<file path="src/rtl/cpu_mem_pkg.sv">
// Shared definitions for the data-RAM arbiter: FSM states, port indices,
// default bus widths and the strobe-length counter helper.
package cpu_mem_pkg;

  typedef enum logic [1:0] {
    IDLE   = 2'd0,
    ACCESS = 2'd1,
    RESP   = 2'd2
  } arbStateT;

  localparam bit PORT_CORE = 1'b0;
  localparam bit PORT_DMA  = 1'b1;

  localparam int DEF_ADDR_W = 32;
  localparam int DEF_DATA_W = 32;

  // Strobe length counter holds RAM_LAT-1, RAM_LAT being at most 15.
  localparam int LAT_CNT_W = 4;

  function automatic logic [LAT_CNT_W-1:0] latInit(input int ramLat);
    return LAT_CNT_W'(ramLat - 1);
  endfunction

endpackage

</file>
<file path="src/rtl/ram_arbiter_if.sv">
// Request/response bundle for both requesters plus the RAM side of the arbiter.
// slave  : the arbiter's view (takes requests, drives the RAM).
// master : the surrounding system's view (requesters and the RAM itself).
interface ram_arbiter_if #(
  parameter int ADDR_W = cpu_mem_pkg::DEF_ADDR_W,
  parameter int DATA_W = cpu_mem_pkg::DEF_DATA_W
);

  logic              req0_valid;
  logic              req0_write;
  logic [ADDR_W-1:0] req0_addr;
  logic [DATA_W-1:0] req0_wdata;
  logic              req0_ready;
  logic              req0_done;
  logic [DATA_W-1:0] req0_rdata;

  logic              req1_valid;
  logic              req1_write;
  logic [ADDR_W-1:0] req1_addr;
  logic [DATA_W-1:0] req1_wdata;
  logic              req1_ready;
  logic              req1_done;
  logic [DATA_W-1:0] req1_rdata;

  logic [ADDR_W-1:0] ram_addr;
  logic [DATA_W-1:0] ram_wdata;
  logic              ram_read;
  logic              ram_write;
  logic [DATA_W-1:0] ram_rdata;

  modport slave (
    input  req0_valid, req0_write, req0_addr, req0_wdata,
    output req0_ready, req0_done, req0_rdata,
    input  req1_valid, req1_write, req1_addr, req1_wdata,
    output req1_ready, req1_done, req1_rdata,
    output ram_addr, ram_wdata, ram_read, ram_write,
    input  ram_rdata
  );

  modport master (
    output req0_valid, req0_write, req0_addr, req0_wdata,
    input  req0_ready, req0_done, req0_rdata,
    output req1_valid, req1_write, req1_addr, req1_wdata,
    input  req1_ready, req1_done, req1_rdata,
    input  ram_addr, ram_wdata, ram_read, ram_write,
    output ram_rdata
  );

endinterface

</file>
<file path="src/rtl/ram_arbiter_rr_arb2.sv">
// rr_arb2: combinational two-way grant.
// Default build: round robin, the port that did not win last time takes a tie.
// With ARB_FIXED_PRIO_EN defined: the Core port always takes a tie.
module rr_arb2
  import cpu_mem_pkg::*;
(
  input  logic [1:0] valid,
  input  logic       lastGrant,
  output logic       grantValid,
  output logic       grantIdx
);

`ifdef ARB_FIXED_PRIO_EN
  logic unusedLastGrant;
  assign unusedLastGrant = lastGrant;
`endif

  // Pick the winner among the currently valid ports.
  always_comb begin
    grantValid = |valid;
    grantIdx   = PORT_CORE;
`ifdef ARB_FIXED_PRIO_EN
    if (!valid[PORT_CORE] && valid[PORT_DMA]) grantIdx = PORT_DMA;
`else
    if (valid == 2'b11)      grantIdx = ~lastGrant;
    else if (valid[PORT_DMA]) grantIdx = PORT_DMA;
`endif
  end

endmodule

</file>
<file path="src/rtl/ram_arbiter.sv">
// ram_arbiter: shares the single-port data RAM between the Core (port 0)
// and the DMA/program loader (port 1). One access at a time; the RAM
// strobe is held RAM_LAT cycles, then a one-cycle done pulse is returned.
// Optional build macro: ARB_FIXED_PRIO_EN (Core wins ties, see rr_arb2).
//
// state  | meaning
// IDLE   | waiting for a request; winner sees ready this cycle
// ACCESS | strobe held on the RAM, counting down the access length
// RESP   | done pulse to the granted port, strobes low
module ram_arbiter
  import cpu_mem_pkg::*;
#(
  parameter int ADDR_W  = DEF_ADDR_W,
  parameter int DATA_W  = DEF_DATA_W,
  parameter int RAM_LAT = 1
) (
  input  logic           Clk,
  input  logic           Reset_n,
  ram_arbiter_if.slave   bus
);

  localparam logic [LAT_CNT_W-1:0] LAT_INIT = latInit(RAM_LAT);

  arbStateT             stateQ;
  arbStateT             stateD;

  logic [1:0]           validVec;
  logic                 winValid;
  logic                 winIdx;
  logic                 winWrite;
  logic [ADDR_W-1:0]    winAddr;
  logic [DATA_W-1:0]    winWdata;
  logic                 accept;
  logic [1:0]           readyVec;

  logic                 lastGrantQ;
  logic                 grantQ;
  logic                 wrQ;
  logic [ADDR_W-1:0]    addrQ;
  logic [DATA_W-1:0]    wdataQ;
  logic [LAT_CNT_W-1:0] latCntQ;
  logic                 ramReadQ;
  logic                 ramWriteQ;
  logic [1:0]           doneQ;
  logic [DATA_W-1:0]    rdata0Q;
  logic [DATA_W-1:0]    rdata1Q;

  assign validVec = {bus.req1_valid, bus.req0_valid};

  rr_arb2 u_arb (
    .valid      (validVec),
    .lastGrant  (lastGrantQ),
    .grantValid (winValid),
    .grantIdx   (winIdx)
  );

  assign winWrite = (winIdx == PORT_DMA) ? bus.req1_write : bus.req0_write;
  assign winAddr  = (winIdx == PORT_DMA) ? bus.req1_addr  : bus.req0_addr;
  assign winWdata = (winIdx == PORT_DMA) ? bus.req1_wdata : bus.req0_wdata;

  // State register; reset drops any transaction in flight.
  always_ff @(posedge Clk or negedge Reset_n) begin
    if (!Reset_n) stateQ <= IDLE;
    else          stateQ <= stateD;
  end

  // Next-state logic.
  always_comb begin
    stateD = stateQ;
    case (stateQ)
      IDLE:    if (winValid) stateD = ACCESS;
      ACCESS:  if (latCntQ == '0) stateD = RESP;
      RESP:    stateD = IDLE;
      default: stateD = IDLE;
    endcase
  end

  // Ready is only ever offered from IDLE, so accesses never overlap.
  always_comb begin
    accept   = 1'b0;
    readyVec = 2'b00;
    if (stateQ == IDLE && winValid) begin
      accept           = 1'b1;
      readyVec[winIdx] = 1'b1;
    end
  end

  // Request capture, strobe generation, countdown, read data and done pulse.
  // Strobes come straight from flops so the RAM never sees a glitch.
  always_ff @(posedge Clk or negedge Reset_n) begin
    if (!Reset_n) begin
      lastGrantQ <= PORT_DMA;
      grantQ     <= PORT_CORE;
      wrQ        <= 1'b0;
      addrQ      <= '0;
      wdataQ     <= '0;
      latCntQ    <= '0;
      ramReadQ   <= 1'b0;
      ramWriteQ  <= 1'b0;
      doneQ      <= 2'b00;
      rdata0Q    <= '0;
      rdata1Q    <= '0;
    end else begin
      doneQ <= 2'b00;
      case (stateQ)
        IDLE: begin
          if (accept) begin
            wrQ        <= winWrite;
            addrQ      <= winAddr;
            wdataQ     <= winWdata;
            grantQ     <= winIdx;
            lastGrantQ <= winIdx;
            latCntQ    <= LAT_INIT;
            ramReadQ   <= ~winWrite;
            ramWriteQ  <= winWrite;
          end
        end
        ACCESS: begin
          if (latCntQ == '0) begin
            ramReadQ  <= 1'b0;
            ramWriteQ <= 1'b0;
            if (grantQ == PORT_DMA) begin
              doneQ[PORT_DMA] <= 1'b1;
              if (!wrQ) rdata1Q <= bus.ram_rdata;
            end else begin
              doneQ[PORT_CORE] <= 1'b1;
              if (!wrQ) rdata0Q <= bus.ram_rdata;
            end
          end else begin
            latCntQ <= latCntQ - 1'b1;
          end
        end
        default: ;
      endcase
    end
  end

  assign bus.req0_ready = readyVec[PORT_CORE];
  assign bus.req1_ready = readyVec[PORT_DMA];
  assign bus.req0_done  = doneQ[PORT_CORE];
  assign bus.req1_done  = doneQ[PORT_DMA];
  assign bus.req0_rdata = rdata0Q;
  assign bus.req1_rdata = rdata1Q;
  assign bus.ram_addr   = addrQ;
  assign bus.ram_wdata  = wdataQ;
  assign bus.ram_read   = ramReadQ;
  assign bus.ram_write  = ramWriteQ;

endmodule

</file>
<file path="src/flat_wrapper.sv">
// flat-port wrapper written by rule: the top's interface ports become plain ports
module ram_arbiter_flat import cpu_mem_pkg::*;
#(
  parameter int ADDR_W  = DEF_ADDR_W,
  parameter int DATA_W  = DEF_DATA_W,
  parameter int RAM_LAT = 1
)
  (Clk, Reset_n, bus_req0_valid, bus_req0_write, bus_req0_addr, bus_req0_wdata, bus_req0_ready, bus_req0_done, bus_req0_rdata, bus_req1_valid, bus_req1_write, bus_req1_addr, bus_req1_wdata, bus_req1_ready, bus_req1_done, bus_req1_rdata, bus_ram_addr, bus_ram_wdata, bus_ram_read, bus_ram_write, bus_ram_rdata);
  ram_arbiter_if #(.ADDR_W(ADDR_W), .DATA_W(DATA_W)) bus_i ();
  input  logic Clk;
  input  logic Reset_n;
  input wire logic [$bits(bus_i.req0_valid)-1:0] bus_req0_valid;
  input wire logic [$bits(bus_i.req0_write)-1:0] bus_req0_write;
  input wire logic [$bits(bus_i.req0_addr)-1:0] bus_req0_addr;
  input wire logic [$bits(bus_i.req0_wdata)-1:0] bus_req0_wdata;
  output wire logic [$bits(bus_i.req0_ready)-1:0] bus_req0_ready;
  output wire logic [$bits(bus_i.req0_done)-1:0] bus_req0_done;
  output wire logic [$bits(bus_i.req0_rdata)-1:0] bus_req0_rdata;
  input wire logic [$bits(bus_i.req1_valid)-1:0] bus_req1_valid;
  input wire logic [$bits(bus_i.req1_write)-1:0] bus_req1_write;
  input wire logic [$bits(bus_i.req1_addr)-1:0] bus_req1_addr;
  input wire logic [$bits(bus_i.req1_wdata)-1:0] bus_req1_wdata;
  output wire logic [$bits(bus_i.req1_ready)-1:0] bus_req1_ready;
  output wire logic [$bits(bus_i.req1_done)-1:0] bus_req1_done;
  output wire logic [$bits(bus_i.req1_rdata)-1:0] bus_req1_rdata;
  output wire logic [$bits(bus_i.ram_addr)-1:0] bus_ram_addr;
  output wire logic [$bits(bus_i.ram_wdata)-1:0] bus_ram_wdata;
  output wire logic [$bits(bus_i.ram_read)-1:0] bus_ram_read;
  output wire logic [$bits(bus_i.ram_write)-1:0] bus_ram_write;
  input wire logic [$bits(bus_i.ram_rdata)-1:0] bus_ram_rdata;
  assign bus_i.req0_valid = bus_req0_valid;
  assign bus_i.req0_write = bus_req0_write;
  assign bus_i.req0_addr = bus_req0_addr;
  assign bus_i.req0_wdata = bus_req0_wdata;
  assign bus_req0_ready = bus_i.req0_ready;
  assign bus_req0_done = bus_i.req0_done;
  assign bus_req0_rdata = bus_i.req0_rdata;
  assign bus_i.req1_valid = bus_req1_valid;
  assign bus_i.req1_write = bus_req1_write;
  assign bus_i.req1_addr = bus_req1_addr;
  assign bus_i.req1_wdata = bus_req1_wdata;
  assign bus_req1_ready = bus_i.req1_ready;
  assign bus_req1_done = bus_i.req1_done;
  assign bus_req1_rdata = bus_i.req1_rdata;
  assign bus_ram_addr = bus_i.ram_addr;
  assign bus_ram_wdata = bus_i.ram_wdata;
  assign bus_ram_read = bus_i.ram_read;
  assign bus_ram_write = bus_i.ram_write;
  assign bus_i.ram_rdata = bus_ram_rdata;
  ram_arbiter #(.ADDR_W(ADDR_W), .DATA_W(DATA_W), .RAM_LAT(RAM_LAT)) u_core (.Clk(Clk), .Reset_n(Reset_n), .bus(bus_i));
endmodule
</file>
<file path="config.mk">
export PLATFORM = sky130hd
export DESIGN_NAME = ram_arbiter_flat
export DESIGN_NICKNAME = d
export VERILOG_FILES = /design/src/rtl/cpu_mem_pkg.sv /design/src/rtl/ram_arbiter_if.sv /design/src/rtl/ram_arbiter_rr_arb2.sv /design/src/rtl/ram_arbiter.sv /design/src/flat_wrapper.sv
export SDC_FILE = /design/constraint.sdc
export NUM_CORES = 1
export LEC_CHECK = 0
export ABC_AREA = 0
export CORE_MARGIN = 2
export CORE_UTILIZATION = 43
export DETAILED_ROUTE_END_ITERATION = 12
export GPL_TIMING_DRIVEN = 0
export PLACE_DENSITY = 0.95
export REMOVE_ABC_BUFFERS = 1
export SKIP_LAST_GASP = 1
export SYNTH_ARGS = -nofsm -noshare
export SYNTH_HDL_FRONTEND = slang
export SYNTH_SLANG_ARGS = --single-unit
export TNS_END_PERCENT = 5
</file>
<file path="constraint.sdc">
create_clock -name Clk -period 4.3 [get_ports Clk]
set_input_delay 0.86 -clock Clk [delete_from_list [all_inputs] [get_ports Clk]]
set_output_delay 0.86 -clock Clk [all_outputs]
set_load 0.1 [all_outputs]
</file>
==> impl_metrics.env <==
export IMPL_status="finished clean"
export IMPL_nets=870
export IMPL_ys_types=28
export IMPL_post_cts_buffers=0
export IMPL_coreArea_mm2=0.0132
export IMPL_cp_end_kind="output port"
export IMPL_syn_inst=410
export IMPL_worstSetupPathType="primary input to output port"
export IMPL_ioPinCount=300
export IMPL_firstDrtPassIters=4
export IMPL_synth_most_common_cell="dfrtp_1"
export IMPL_grtUsageTotal=0.271
export IMPL_synth_area_top_cells="dfrtp_1 (60%), mux2_2 (12%), a221o_1 (11%)"
export IMPL_final_hold_viol_count=0
export IMPL_h_tree_depth=4
export IMPL_ctsLongestPathBuffers=2
export IMPL_synth_top_area_cell="dfrtp_1"
export IMPL_hold_slack_ps=377
export IMPL_yosysWarnings=0
export IMPL_synth_seq_cells=141
export IMPL_dp_final_hpwl_um=13700
export IMPL_crit_fanout=45
export IMPL_grt_pass1_wl_um=30000
export IMPL_cts_tree="yes"
export IMPL_synth_edf_count=0
export IMPL_crit_arrival_ps=3330
export IMPL_portBuffers=299
export IMPL_ys_seq_area_frac=0.606
export IMPL_min_period_over_period=0.975
export IMPL_async_flop_share=1.00
export IMPL_die_w_um=120
export IMPL_drtIter0Drc=309
export IMPL_drive_gt1_frac=0.163
export IMPL_ant_nets=0
export IMPL_area_growth_pct=66.1
export IMPL_reg2reg_depth=7
export IMPL_rsz0062_at_grt="false"
export IMPL_grt_max_degree=95
export IMPL_wl_um=19500
export IMPL_die_area_mm2=0.0145
export IMPL_antenna_found_initial=0
export IMPL_max_cap_viol_count=0
export IMPL_hp_class="primary input to async pin"
export IMPL_grt_pass1_vias=5382
export IMPL_synthFlopType="dfrtp_1"
export IMPL_slew_viol_final=0
export IMPL_clk_pin_slew_ps=60
export IMPL_wire_per_inst_um=21.9
export IMPL_cts_buffers=17
export IMPL_rows=42
export IMPL_drc=0
export IMPL_synth_area_mm2=0.00582
export IMPL_tightest_slew_ps=1040
export IMPL_setup_viol=0
export IMPL_synth_avg_cell_area_um2=14.2
export IMPL_viasPerCell=5.63
export IMPL_cts_root_buf="clkbuf_16"
export IMPL_slew_headroom=0.303
export IMPL_clock_sinks=141
export IMPL_critPathLaunchType="primary input"
export IMPL_fmax_mhz=239
export IMPL_vias=5021
export IMPL_finalClockSkew_ps=14.6
export IMPL_fp_dieH_um=120
export IMPL_critPathRequiredTime_ps=3440
export IMPL_clk_latency_ps=420
export IMPL_grt_overflow_total=0
export IMPL_start_util=0.440
export IMPL_r2r_slack_ps=1600
export IMPL_synthTopCellsByCount="dfrtp_1 (140), a221o_1 (64), mux2_2 (64), o21a_1 (64), clkbuf_1 (21)"
export IMPL_synth_top_cell_area_share=0.602
export IMPL_fin_crit_ps=4190
export IMPL_gp_congestion=0.747
export IMPL_n_antenna_cell=0
==> cells in the final DEF, fill, tap and decap left out, types with 2 or more instances in the layout <==
cell type        netlist  layout
a21o_1                 2       2
a221o_1               64      64
buf_12                 0       2
buf_6                  3       6
buf_8                  0       2
bufinv_16              0       4
clkbuf_16              0      17
clkdlybuf4s50_1        0     296
clkinv_2               0       6
clkinv_4               0       2
dfrtp_1              140     140
inv_1                  3       3
inv_6                  0       2
mux2_2                64      64
mux2i_1                4       4
nand3_1                3       3
nor2_1                 5       3
nor2_4                 0       2
nor2b_1                2       2
nor3_1                 2       2
o21a_1                64      64
o21ai_0                5       5
o22ai_1                2       2
==> routing by layer <==
layer | part of all wire | track usage | wire [um]
met3 | 0.088 | 0.0962 | 1710
met4 | 0.024 | 0.105 | 460
met2 | 0.52 | 0.470 | 10100
met1 | 0.37 | 0.305 | 7190
met5 | 0 | 0 | 0
==> timing repair <==
| action | CTS | global route |
|---|---|---|
| gates resized for setup | 6 | 0 |
| endpoints found under the setup margin | 2 | 0 |
| hold buffers | 0 | 0 |
==> worst paths after layout <==
path,startpoint,endpoint
min in group Clk,u_core.bus.req0_rdata[6],u_core.bus.req0_rdata[6]
worst max-delay path,bus_req1_valid,bus_req1_ready
worst min register to register,u_core.bus.req0_rdata[6],u_core.bus.req0_rdata[6]
max in group asynchronous,Reset_n,u_core.bus.ram_wdata[24]
worst min-delay path,Reset_n,u_core.bus.req1_rdata[27]
worst max register to register,u_core.latCntQ[0],u_core.bus.req0_rdata[0]
==> final cells by class <==
class | count | area (um^2)
fill | 814 | 3570
sequential | 141 | 3530
timing repair buffer | 310 | 3160
multi-input combinational | 230 | 2140
clock buffer | 17 | 425
tap | 176 | 220
clock inverter | 15 | 193
inverter | 3 | 11.3
==> worst max-delay path: stages <==
cell and delay, ps:
clkdlybuf4s50_1 520, a21bo_2 270, nor2_4 490, buf_12 300, clkdlybuf4s15_1 860
==> sequential cells by signal (all words and copies together) (netlist names) <==
signal	count
u_core.doneQ	2
u_core.grantQ	1
u_core.bus.ram_addr	32
u_core.wrQ	1
u_core.bus.req1_rdata	32
u_core.lastGrantQ	1
u_core.stateQ	2
u_core.bus.ram_read	1
u_core.bus.ram_write	1
u_core.bus.ram_wdata	32
u_core.bus.req0_rdata	32
u_core.latCntQ	4
==> cell families (layout without fill, tap and decap cells) <==
family                   count (synthesis)  in the layout  synth area share
buffers and inverters                   39            345            0.0316
AND/OR/NAND/NOR                         21             21            0.0228
flip-flops                             141            141             0.606
multiplexers                            69             69             0.133
AO/OA/AOI/OAI                          139            139             0.205
adder cells (fa/ha/maj)                  1              1           0.00215
==> metrics by stage <==
stage	TNS (ps)	area, um^2	util	worst slack (ps)	std cells
2_1_floorplan	-208790	5650	-	-3240	374
3_3_place_gp	-636840	8860	0.669	-5310	849
3_5_place_dp	-458	9050	0.683	-258	860
4_1_cts	-115	9670	0.730	-115	892
5_1_grt	0	9670	0.731	4.71	892
6_report	0	9670	0.731	109	892
Power is not shown: default switching activity piles up to over one toggle a cycle in this logic, so the estimate is an artifact.
